`src/rtl/hazard_ctrl.sv`:
```
// hazard_ctrl -- pipeline sequencer for the 5-stage RV32 core.
//
// Drives the enable and flush controls of the PC and the IF/ID, ID/EX and
// EX/MEM registers. It handles load-use stalls, taken-branch flushes (the
// branch resolves in MEM) and multi-cycle data-memory waits. It also keeps
// saturating stall and flush counters and a sticky memory-timeout flag.
//
// Ports:
//   clk_i, rst_i                 clock, async active-high reset
//   rs1/rs2_fr_i, use_rs*_fr_i   source operands of the IF/ID instruction
//   memread_idr_i, rd_idr_i      load flag and rd of the ID/EX instruction
//   branch_taken_exr_i           PCSrc from EX/MEM
//   dmem_req_exr_i, dmem_ready_i data-memory handshake
//   *_we_o, *_flush_o            pipeline register controls (combinational)
//   memr_bubble_o                zero the MEM/WB control bits
//   state_o                      00 RUN, 01 MEM_WAIT, 11 ERROR
//   stall_cnt_o, flush_cnt_o     debug event counters
//   timeout_o                    sticky memory timeout
module hazard_ctrl #(
  parameter int CNT_W    = 32,
  parameter int WAIT_MAX = 15
) (
  input  logic             clk_i,
  input  logic             rst_i,
  input  logic [4:0]       rs1_fr_i,
  input  logic [4:0]       rs2_fr_i,
  input  logic             use_rs1_fr_i,
  input  logic             use_rs2_fr_i,
  input  logic             memread_idr_i,
  input  logic [4:0]       rd_idr_i,
  input  logic             branch_taken_exr_i,
  input  logic             dmem_req_exr_i,
  input  logic             dmem_ready_i,
  output logic             pc_we_o,
  output logic             fr_we_o,
  output logic             idr_we_o,
  output logic             exr_we_o,
  output logic             fr_flush_o,
  output logic             idr_flush_o,
  output logic             exr_flush_o,
  output logic             memr_bubble_o,
  output logic [1:0]       state_o,
  output logic [CNT_W-1:0] stall_cnt_o,
  output logic [CNT_W-1:0] flush_cnt_o,
  output logic             timeout_o
);

  typedef enum logic [1:0] {
    RUN      = 2'b00,
    MEM_WAIT = 2'b01,
    ERROR    = 2'b11
  } state_e;

  localparam logic [7:0] WAIT_MAX_C = 8'(WAIT_MAX);

  state_e           state_q, state_d;
  logic [7:0]       wait_cnt_q, wait_cnt_d;
  logic [CNT_W-1:0] stall_cnt_q, stall_cnt_d;
  logic [CNT_W-1:0] flush_cnt_q, flush_cnt_d;

  logic lu, mw;
  logic hold;   // freeze everything up to EX/MEM and bubble MEM/WB
  logic free;   // no memory hold: branch/lu take effect this cycle

  assign lu = memread_idr_i && (rd_idr_i != 5'd0) &&
              ((use_rs1_fr_i && (rs1_fr_i == rd_idr_i)) ||
               (use_rs2_fr_i && (rs2_fr_i == rd_idr_i)));
  assign mw = dmem_req_exr_i && !dmem_ready_i;

  always_comb begin
    state_d       = state_q;
    wait_cnt_d    = wait_cnt_q;
    hold          = 1'b0;
    free          = 1'b0;
    pc_we_o       = 1'b1;
    fr_we_o       = 1'b1;
    idr_we_o      = 1'b1;
    exr_we_o      = 1'b1;
    fr_flush_o    = 1'b0;
    idr_flush_o   = 1'b0;
    exr_flush_o   = 1'b0;
    memr_bubble_o = 1'b0;

    case (state_q)
      ERROR: hold = 1'b1;  // absorbing until reset
      MEM_WAIT: begin
        if (!dmem_ready_i) begin
          hold = 1'b1;
          if (wait_cnt_q == WAIT_MAX_C) state_d = ERROR;
          else                          wait_cnt_d = wait_cnt_q + 8'd1;
        end else begin
          // Release cycle: the held EX/MEM instruction (possibly a taken
          // branch) and any load-use are handled as in RUN.
          free       = 1'b1;
          state_d    = RUN;
          wait_cnt_d = 8'd0;
        end
      end
      default: begin
        if (mw) begin
          hold       = 1'b1;
          state_d    = MEM_WAIT;
          wait_cnt_d = 8'd1;
        end else begin
          free = 1'b1;
        end
      end
    endcase

    if (hold) begin
      pc_we_o       = 1'b0;
      fr_we_o       = 1'b0;
      idr_we_o      = 1'b0;
      exr_we_o      = 1'b0;
      memr_bubble_o = 1'b1;
    end else if (free && branch_taken_exr_i) begin
      // PC keeps its enable to load the branch target; the younger
      // instructions are squashed, which also cancels any load-use.
      fr_flush_o  = 1'b1;
      idr_flush_o = 1'b1;
      exr_flush_o = 1'b1;
    end else if (free && lu) begin
      pc_we_o     = 1'b0;
      fr_we_o     = 1'b0;
      idr_flush_o = 1'b1;
    end

    stall_cnt_d = stall_cnt_q;
    if (!pc_we_o && (stall_cnt_q != '1)) stall_cnt_d = stall_cnt_q + CNT_W'(1);
    flush_cnt_d = flush_cnt_q;
    if (free && branch_taken_exr_i && (flush_cnt_q != '1))
      flush_cnt_d = flush_cnt_q + CNT_W'(1);
  end

  always_ff @(posedge clk_i or posedge rst_i) begin
    if (rst_i) begin
      state_q     <= RUN;
      wait_cnt_q  <= 8'd0;
      stall_cnt_q <= '0;
      flush_cnt_q <= '0;
    end else begin
      state_q     <= state_d;
      wait_cnt_q  <= wait_cnt_d;
      stall_cnt_q <= stall_cnt_d;
      flush_cnt_q <= flush_cnt_d;
    end
  end

  assign state_o     = state_q;
  assign stall_cnt_o = stall_cnt_q;
  assign flush_cnt_o = flush_cnt_q;
  assign timeout_o   = (state_q == ERROR);

endmodule

```
`config.mk`:
```
export PLATFORM = sky130hd
export DESIGN_NAME = hazard_ctrl
export DESIGN_NICKNAME = d
export VERILOG_FILES = /design/src/rtl/hazard_ctrl.sv
export SDC_FILE = /design/constraint.sdc
export NUM_CORES = 1
export LEC_CHECK = 0
export CAP_MARGIN = 20
export CELL_PAD_IN_SITES_DETAIL_PLACEMENT = 0
export CELL_PAD_IN_SITES_GLOBAL_PLACEMENT = 1
export CORE_MARGIN = 4
export CORE_UTILIZATION = 40
export DETAILED_ROUTE_END_ITERATION = 10
export PLACE_DENSITY_LB_ADDON = 0.1
export SYNTH_ARGS = -nofsm -noshare
export SYNTH_HDL_FRONTEND = slang
export SYNTH_SLANG_ARGS = --single-unit
```
`constraint.sdc`:
```
create_clock -name clk_i -period 4.86 [get_ports clk_i]
set_input_delay 0.729 -clock clk_i [delete_from_list [all_inputs] [get_ports clk_i]]
set_output_delay 0.729 -clock clk_i [all_outputs]
set_load 0.005 [all_outputs]
```
; ---- Word-level counts from Yosys, hierarchy flattened
; Index checks and enable logic that the tools add are counted.
[totals]
reg_bits = 74
[classes]
addsub = 3
n_eq_ne = 9
muxes = 24
bitwise_logic = 1
reduce_logical = 16
[ops]
columns = op, count
row1 = "32-bit by 1-bit adder with 32-bit output, second input constant", 2
row2 = "32-bit != test, second input constant", 2
row3 = 8-bit 2-to-1 mux, 3
row4 = 8-bit case mux with 2 select lines, 1
row5 = 1-bit 2-to-1 mux, 14
row6 = 5-bit equality test, 2
row7 = 1-bit logical AND, 9
row8 = "8-bit by 1-bit adder with 8-bit output, second input constant", 1
row9 = "8-bit by 4-bit equality test with 1-bit output, second input constant", 1
row10 = 2-bit 2-to-1 mux, 3
row11 = "3-bit != test, second input constant", 2
row12 = 3-bit AND reduction, 2
row13 = 5-bit nonzero test, 1
row14 = 1-bit case mux with 2 select lines, 2
row15 = 2-bit case mux with 2 select lines, 1
row16 = "2-bit by 1-bit equality test with 1-bit output, second input constant", 1
row17 = "2-bit equality test, second input constant", 1
row18 = 1-bit zero test, 2
row19 = 2-bit nonzero test, 1
row20 = 1-bit logical OR, 1
row21 = 1-bit inverter, 1

; ---- Depth between registers and ports, before layout
; Gate-level depths: netlist (run 1).
[logic_depth]
depth_word = 10
depth_mapped = 8
mapped_depth_nobuf = 8

; ---- Least setup slack after synthesis (run 1)
; OpenSTA, ideal clock, no wires.
[synth_timing]
path_kind = input to output
startpoint = input port rd_idr_i[1]
endpoint = output port pc_we_o
arrival_ns = 1.923
t_required_ns = 4.131
slack_ns = 2.208
path_stages = 4
n_path_buf = 1
path_cell_list = or4_2 o21ai_0 o31a_1 buf_4
[synth_between]
elab_chain_cells = 8
word_cells_on_any_way = 12
cone_classes = eq/ne (2) / mux (3) / reduce/logical (7)
[synth_lines]
columns = element, line
row1 = "start, declared", 30  ; input logic [4:0] rd_idr_i,
row2 = "5-bit equality test, on equally long branches", "66, 67"
row3 = "1-bit logical AND, on equally long branches", "66, 67"
row4 = 1-bit logical OR, 66  ; ((use_rs1_fr_i && (rs1_fr_i == rd_idr_i)) ||
row5 = 1-bit logical AND (*), 65  ; assign lu = memread_idr_i && (rd_idr_i != 5'd0) &&
row6 = 1-bit logical AND (*), 122  ; end else if (free && lu) begin
row7 = 1-bit 2-to-1 mux (*) (3 in series), n/a
row8 = "end, declared", 34  ; output logic pc_we_o,
; Mark *: on every way between the ends. The rest lies on a longest branch, timed or not.

; ---- Worst setup path in the final report (run 1)
[layout_timing]
startpoint = input port rd_idr_i[1]
endpoint = output port pc_we_o
[layout_between]
elab_chain_cells = 8
word_cells_on_any_way = 12
cone_classes = eq/ne (2) / mux (3) / reduce/logical (7)
[layout_lines]
columns = element, line
row1 = "5-bit equality test, on equally long branches", "66, 67"
row2 = "1-bit logical AND, on equally long branches", "66, 67"
row3 = 1-bit logical OR, 66
row4 = 1-bit logical AND (*), 65
row5 = 1-bit logical AND (*), 122
row6 = 1-bit 2-to-1 mux (*), 122
row7 = 1-bit 2-to-1 mux (*), 116  ; end else if (free && branch_taken_exr_i) begin
row8 = 1-bit 2-to-1 mux (*), 110  ; if (hold) begin
; Marks and branches as above.

==> summary.md, run 1 <==
| Metric | Value |
|---|---|
| Status | `finished clean` |
| Max Clock Skew | `10.7 ps` |
| Grt ovf | `0` |
| Core Area | `just under 0.009 mm²` |
| # diodes | `0` |
| Drt initial violations | `51` |
| Boundary Pins | `between 90 and 100` |
| GRT met1 Usage | `0.220` |
| Final wirelength | `8.42 mm` |
| Synthesized instance count | `around 350` |
| Post-synthesis mux area share | `0.00618` |
| Fill cells | `about 800` |
| Routed Antenna Nets | `0` |
| Setup repair after global routing missed its margin | `no` |
| Num CTS Buffers | `9` |
| Site Rows | `34` |
| Initial Util | `0.414` |
| Final nets | `477` |
| Met2 GRT Util | `0.270` |
| H-tree depth | `3` |
| Clock latency on the worst-skew pair | `between 300 and 400 ps` |
| Total Power | `around 1600 µW` |
| Critical path launch point type | `input pin` |
| Most frequent cells in the layout | `clkdlybuf4s50_1, dfrtp_1, xnor2_1, xor2_1, nor2_1` |
| Leak | `0.00220 µW` |
| Die X | `103 µm` |
| Tightest Pin Transition | `774 ps` |
| Number of global-route vias before repair | `between 2000 and 3000` |
| Worst Path Buf+Inv | `2` |
| Synthesized cell area | `around 0.0036 mm²` |
| Hold crit path type | `flop to flop` |
| Slew margin rel. | `0.481` |
| Synth top area share | `0.508` |
| Synth Area in Compound Gates | `0.0278` |
| Cts repair resizes | `0` |
| Cell family with most CP delay | `buffers and inverters` |
| Fin crit share | `0.753` |
| Routability Congestion | `0.772` |
| Root Buffer | `clkbuf_8` |
| Syn-to-layout area delta | `36.6%` |
| Detailed-route via count | `~2800` |
| Yosys warns | `0` |
| Fin area | `approximately 0.005 mm²` |
| Fin Setup TNS | `0 ps` |
| Sequential area share after synthesis | `0.508` |
| Crit Path Category | `input pin to output pin` |
| Syn avg cell area | `10.5 µm²` |
| Slowest-stage cell, CP | `or4_2` |
| Post-synthesis async set-or-reset flop share | `1.00` |
| Reg2Reg Setup Slack | `about 2200 ps` |
| Met3 Use GR | `0.0523` |
| CTS tree | `yes` |
| Post-synth EDFFs | `0` |
| Crit-path max FO | `5` |
| DR WL/cell | `about 15 µm` |
| Final setup viols | `0` |
| Gr busiest metal | `met2` |
| Max Fclk | `between 200 and 300 MHz` |
| Distinct cells, synth | `39` |
| # DRC | `0` |
| Ys flop type | `dfrtp_1` |
| Initial antenna violation count | `0` |
| Die Y | `approximately 100 µm` |
| DR vias/cell | `around 5` |
| Slew Limit Fails | `0` |
| HPWL after DPL | `roughly 6.2 mm` |
| Pin count of the biggest net entering global routing | `roughly 50` |
| Synthesized-area fraction occupied by adder cells | `0.0103` |
| Final Critical Period | `~3700 ps` |
| Simple-gate portion of the synthesized area | `0.238` |
| CP Cell Sequence | `clkdlybuf4s50_1 -> or4_2 -> o21ai_0 -> o31a_1 -> clkdlybuf4s50_1` |
| Hold_ws | `484 ps` |
| Area after DPL | `approximately 0.0047 mm²` |
| Post-Synth XOR/XNOR Area | `0.185` |
| Port buffer count | `97` |
| Final number of hold-violating endpoints | `0` |
| CP arrival | `between 2000 and 3000 ps` |
| Reg clk slew, reported paths | `roughly 80 ps` |
| Cell Pwr Density | `about 320 mW/mm²` |
| Global-route wire length before repair | `~14 mm` |
| DRT Pass-1 Iters | `4` |
| Post-CTS Setup Bufs | `0` |
| Post-synth top area cell | `dfrtp_1` |
| Hold-fix buffers, CTS | `0` |
| Largest family of logic cells by synthesized area | `simple AND/OR/NAND/NOR gates` |
| Worst setup EP type | `output pin` |
| #FFs+latches synth | `74` |
| Top cells by area, synth | `dfrtp_1, xnor2_1, xor2_1` |
| WP data required | `slightly above 4000 ps` |
| Clock Path Buffers | `2` |
| Commonest non-fill, non-tap cell in the layout | `clkdlybuf4s50_1` |
| Share of cells above drive strength 1 | `0.0680` |
| Maximum vdd drop | `between 200 and 300 µV` |
| TritonCTS Sinks | `74` |
| Slowest stage delay, CP | `a little under 700 ps` |
| Worst setup margin | `about 1200 ps` |
| Most frequent CP cell | `clkdlybuf4s50_1` |
| DIE AREA | `0.0107 mm²` |
| Setup slack at placement | `around 1200 ps` |
| Maxcap violations | `0` |
| Total track usage | `0.167` |
| Synthesized Nets | `around 370` |
[Yosys cell counts, drive strengths merged, types with 5 or more instances]
master / number
and2: 5
xnor2: 39
nor2: 33
xor2: 38
nand4: 16
inv: 11
dfrtp: 74
nor3: 10
nand3: 20
nor4: 6
and4: 7
and3: 17
nand2: 27
nand2b: 6
[layout make-up]
type | count | area [µm²] | share of cell area
Clock buffer | 12 | 165 | 0.0332
Inverter | 11 | 41.3 | 0.00830
Sequential cell | 74 | 1850 | 0.372
Multi-Input combinational cell | 255 | 1700 | 0.342
Tap cell | 108 | 135 | 0.0272
Timing Repair Buffer | 100 | 1010 | 0.202
Clock inverter | 4 | 72.6 | 0.0146
[registers in the layout, summed over array words and instances, names as in the netlist]
| signal | flops |
|---|---|
| state_o | 2 |
| stall_cnt_o | 32 |
| wait_cnt_q | 8 |
| flush_cnt_o | 32 |
[power breakdown]
group	switching (µW)	total, µW	internal, µW
clock	226	556	331
sequential	82.4	757	675
combinational	113	295	181
total	422	1610	1190
[stage by stage]
step	instances	util
2_1_floorplan	347	-
3_3_place_gp	547	0.536
3_5_place_dp	547	0.536
4_1_cts	563	0.563
5_1_grt	564	0.565
6_report	564	0.565
[path summary, 6_finish.rpt]
path / to / cells after the start / from
worst min-delay path: flush_cnt_o[14] / 1 / flush_cnt_o[14]
min in group asynchronous: stall_cnt_o[26] / 2 / rst_i
worst max register to register: flush_cnt_o[23] / 7 / state_o[1]
worst max-delay path: pc_we_o / 5 / rd_idr_i[1]
worst min register to register: flush_cnt_o[14] / 1 / flush_cnt_o[14]
max in group asynchronous: flush_cnt_o[4] / 4 / rst_i
[worst reg2reg max path: stages (launching register included)]
cell and delay, ps:
dfrtp_1 430, nand2b_1 190, a211oi_1 680, and4_1 290
o21a_1 280, and3_1 360, nand4_1 160, xnor2_1 140
[metal layers]
metal / wire, µm / share of wire / up-vias
li1: - / - / 1398
met1: 3920 / 0.47 / 1354
met2: 4000 / 0.48 / 65
met3: 438 / 0.052 / 6
met4: 57 / 0.0068 / 0
met5: 0 / 0 / -
[cells by family after synthesis]
kind of cell,count (synthesis)
compound gates,15
xor+xnor,77
fa+ha+maj,3
buf+inv,18
flops,74
mux,2
simple gates,158
No activity file was read; power rests on OpenSTA's default activity.
==> inputs of run 2 (changes only) <==
--- a/config.mk
+++ b/config.mk
@@ -9,7 +9,7 @@
 export CELL_PAD_IN_SITES_DETAIL_PLACEMENT = 0
 export CELL_PAD_IN_SITES_GLOBAL_PLACEMENT = 1
 export CORE_MARGIN = 4
-export CORE_UTILIZATION = 40
+export CORE_UTILIZATION = 33
 export DETAILED_ROUTE_END_ITERATION = 10
 export PLACE_DENSITY_LB_ADDON = 0.1
 export SYNTH_ARGS = -nofsm -noshare
==> constraint.sdc (replaced) <==
create_clock -name clk_i -period 3.3 [get_ports clk_i]
set_input_delay 0.495 -clock clk_i [delete_from_list [all_inputs] [get_ports clk_i]]
set_output_delay 0.495 -clock clk_i [all_outputs]
set_load 0.005 [all_outputs]
==> summary.md, run 2 (synthesized netlist as in run 1, its figures left out) <==
| Metric | Value |
|---|---|
| Gr busiest metal | `met2` |
| Reg2Reg Setup Slack | `950 ps (-1250 ps)` |
| Cts repair resizes | `0 (unchanged)` |
| Crit-path max FO | `5 (unchanged)` |
| Hold_ws | `493 ps (+8.75 ps)` |
| Slew Limit Fails | `0 (unchanged)` |
| CTS tree | `yes` |
| Total Power | `2300 µW (+43%)` |
| Worst Hold Depth | `1 (unchanged)` |
| Commonest non-fill, non-tap cell in the layout | `clkdlybuf4s50_1` |
| Die X | `113 µm (+9.3%)` |
| Fin Setup TNS | `0 ps (unchanged)` |
| Crit Path Category | `input pin to output pin` |
| # DRC | `0 (unchanged)` |
| Slew margin rel. | `0.587 (+0.106)` |
| Root Buffer | `clkbuf_8` |
| Cell Pwr Density | `459 mW/mm² (+42%)` |
| Hold crit path type | `flop to flop` |
| Leak | `0.00221 µW (+0.30%)` |
| Final Critical Period | `roughly 3200 ps` |
| Status | `finished clean` |
| DR vias/cell | `4.72 (-5.7%)` |
| Setup repair after global routing missed its margin | `no` |
| Global-route wire length before repair | `14.7 mm (+6.1%)` |
| Post-Place Cells | `585 (+6.9%)` |
| Met2 GRT Util | `0.236 (-0.0343)` |
| Final non-filler cell total | `600 (+6.4%)` |
| Total track usage | `0.146 (-0.0208)` |
| Fin crit share | `0.965` |
| Hold_sp | `stall_cnt_o[16]` |
| Syn-to-layout area delta | `37.5%` |
| Port buffer count | `97 (unchanged)` |
| Die Y | `113 µm (+9.3%)` |
| Drt initial violations | `82 (+61%)` |
| Max Clock Skew | `4.55 ps (-6.18 ps)` |
| Boundary Pins | `98 (unchanged)` |
| Post-CTS Setup Bufs | `0 (unchanged)` |
| Worst reg2reg path startpoint | `stall_cnt_o[17]` |
| Core Area | `0.0108 mm² (+23%)` |
| GRT met1 Usage | `0.183 (-0.0376)` |
| R2r endpoint | `stall_cnt_o[21]` |
| DR WL/cell | `14.8 µm (-0.85%)` |
| FF/Latch Area | `0.00185 mm² (unchanged)` |
| Worst setup EP type | `output pin` |
| Clock Path Buffers | `2 (unchanged)` |
| Final wirelength | `8.88 mm (+5.5%)` |
| Initial Util | `0.336 (-0.0776)` |
| Met3 Use GR | `0.0417 (-0.0106)` |
| DIE AREA | `0.0128 mm² (+19%)` |
| Footprint of the multi-input gates | `0.00170 mm² (unchanged)` |
| Final nets | `482 (+1.0%)` |
| Hold endpoint | `stall_cnt_o[16]` |
| Reg clk slew, reported paths | `70 ps (about the same)` |
| Critical path launch point type | `input pin` |
| Maxcap violations | `0 (unchanged)` |
| # diodes | `0 (unchanged)` |
| CP arrival | `2690 ps (-240 ps)` |
| Setup slack at placement | `116 ps (-1070 ps)` |
| Detailed-route via count | `2833 (+0.35%)` |
| Max Fclk | `between 300 and 400 MHz` |
| H-tree depth | `3 (unchanged)` |
| HPWL after DPL | `6.68 mm (+6.9%)` |
| Most frequent cells in the layout | `clkdlybuf4s50_1, dfrtp_1, xnor2_1, xor2_1, nor2_1` |
| Grt ovf | `0 (unchanged)` |
| Fill cells | `1050 (+31%)` |
| Maximum vdd drop | `261 µV (-11%)` |
| WP data required | `2800 ps (-1330 ps)` |
| Pin count of the biggest net entering global routing | `28 (-43%)` |
| Tightest Pin Transition | `618 ps (-156 ps)` |
| Number of global-route vias before repair | `2921 (+4.5%)` |
| Num CTS Buffers | `9 (unchanged)` |
| Final setup viols | `0 (unchanged)` |
| Final number of hold-violating endpoints | `0 (unchanged)` |
| Initial antenna violation count | `0 (unchanged)` |
| R2R depth | `9 (+2)` |
| Site Rows | `38 (+12%)` |
| Routability Congestion | `0.751 (-2.7%)` |
| Routed Antenna Nets | `0 (unchanged)` |
| Hold-fix buffers, CTS | `0 (unchanged)` |
| Share of cells above drive strength 1 | `0.0761 (+0.00810)` |
| Worst setup margin | `116 ps (-1090 ps)` |
| Clock latency on the worst-skew pair | `350 ps (about the same)` |
| TritonCTS Sinks | `74 (unchanged)` |
| DRT Pass-1 Iters | `4 (unchanged)` |
run 2: through the flow:
stage                     cell area (µm²)   util
after floorplan                      3640      -
after global placement               4800  0.443
after detailed placement             4800  0.443
after CTS                            5010  0.462
after global routing                 5010  0.462
final                                5010  0.462
run 2: routing by layer:
metal | up-vias | wire length, µm
met5 | - | 0
met4 | 0 | 172
met3 | 14 | 385
met2 | 52 | 4290
met1 | 1358 | 4030
li1 | 1409 | -
run 2: layout make-up:
class | count | area share
timing repair buffer | 105 | 0.206
clock inverter | 6 | 0.0165
clock buffer | 9 | 0.0247
sequential | 74 | 0.370
inverter | 11 | 0.00824
tap | 140 | 0.0350
multi-input combinational | 255 | 0.340
run 2: critical path, cell delays in order:
cell	delay (ps)
clkdlybuf4s50_1	470
or4_2	680
o21ai_0	230
o31a_1	280
clkdlybuf4s50_1	540
run 2: power breakdown:
part	internal, µW	total (µW)	switching (µW)
Sequential	994	1110	120
Combinational	269	431	162
Clock	417	756	338
run 2: worst max path at each step:
stage,startpoint,to
2_1_floorplan,rst_i,flush_cnt_o[0]
3_3_place_gp,rd_idr_i[1],fr_we_o
3_5_place_dp,rd_idr_i[1],fr_we_o
4_1_cts,rd_idr_i[1],fr_we_o
5_1_grt,rd_idr_i[1],fr_we_o
6_report,rd_idr_i[1],fr_we_o
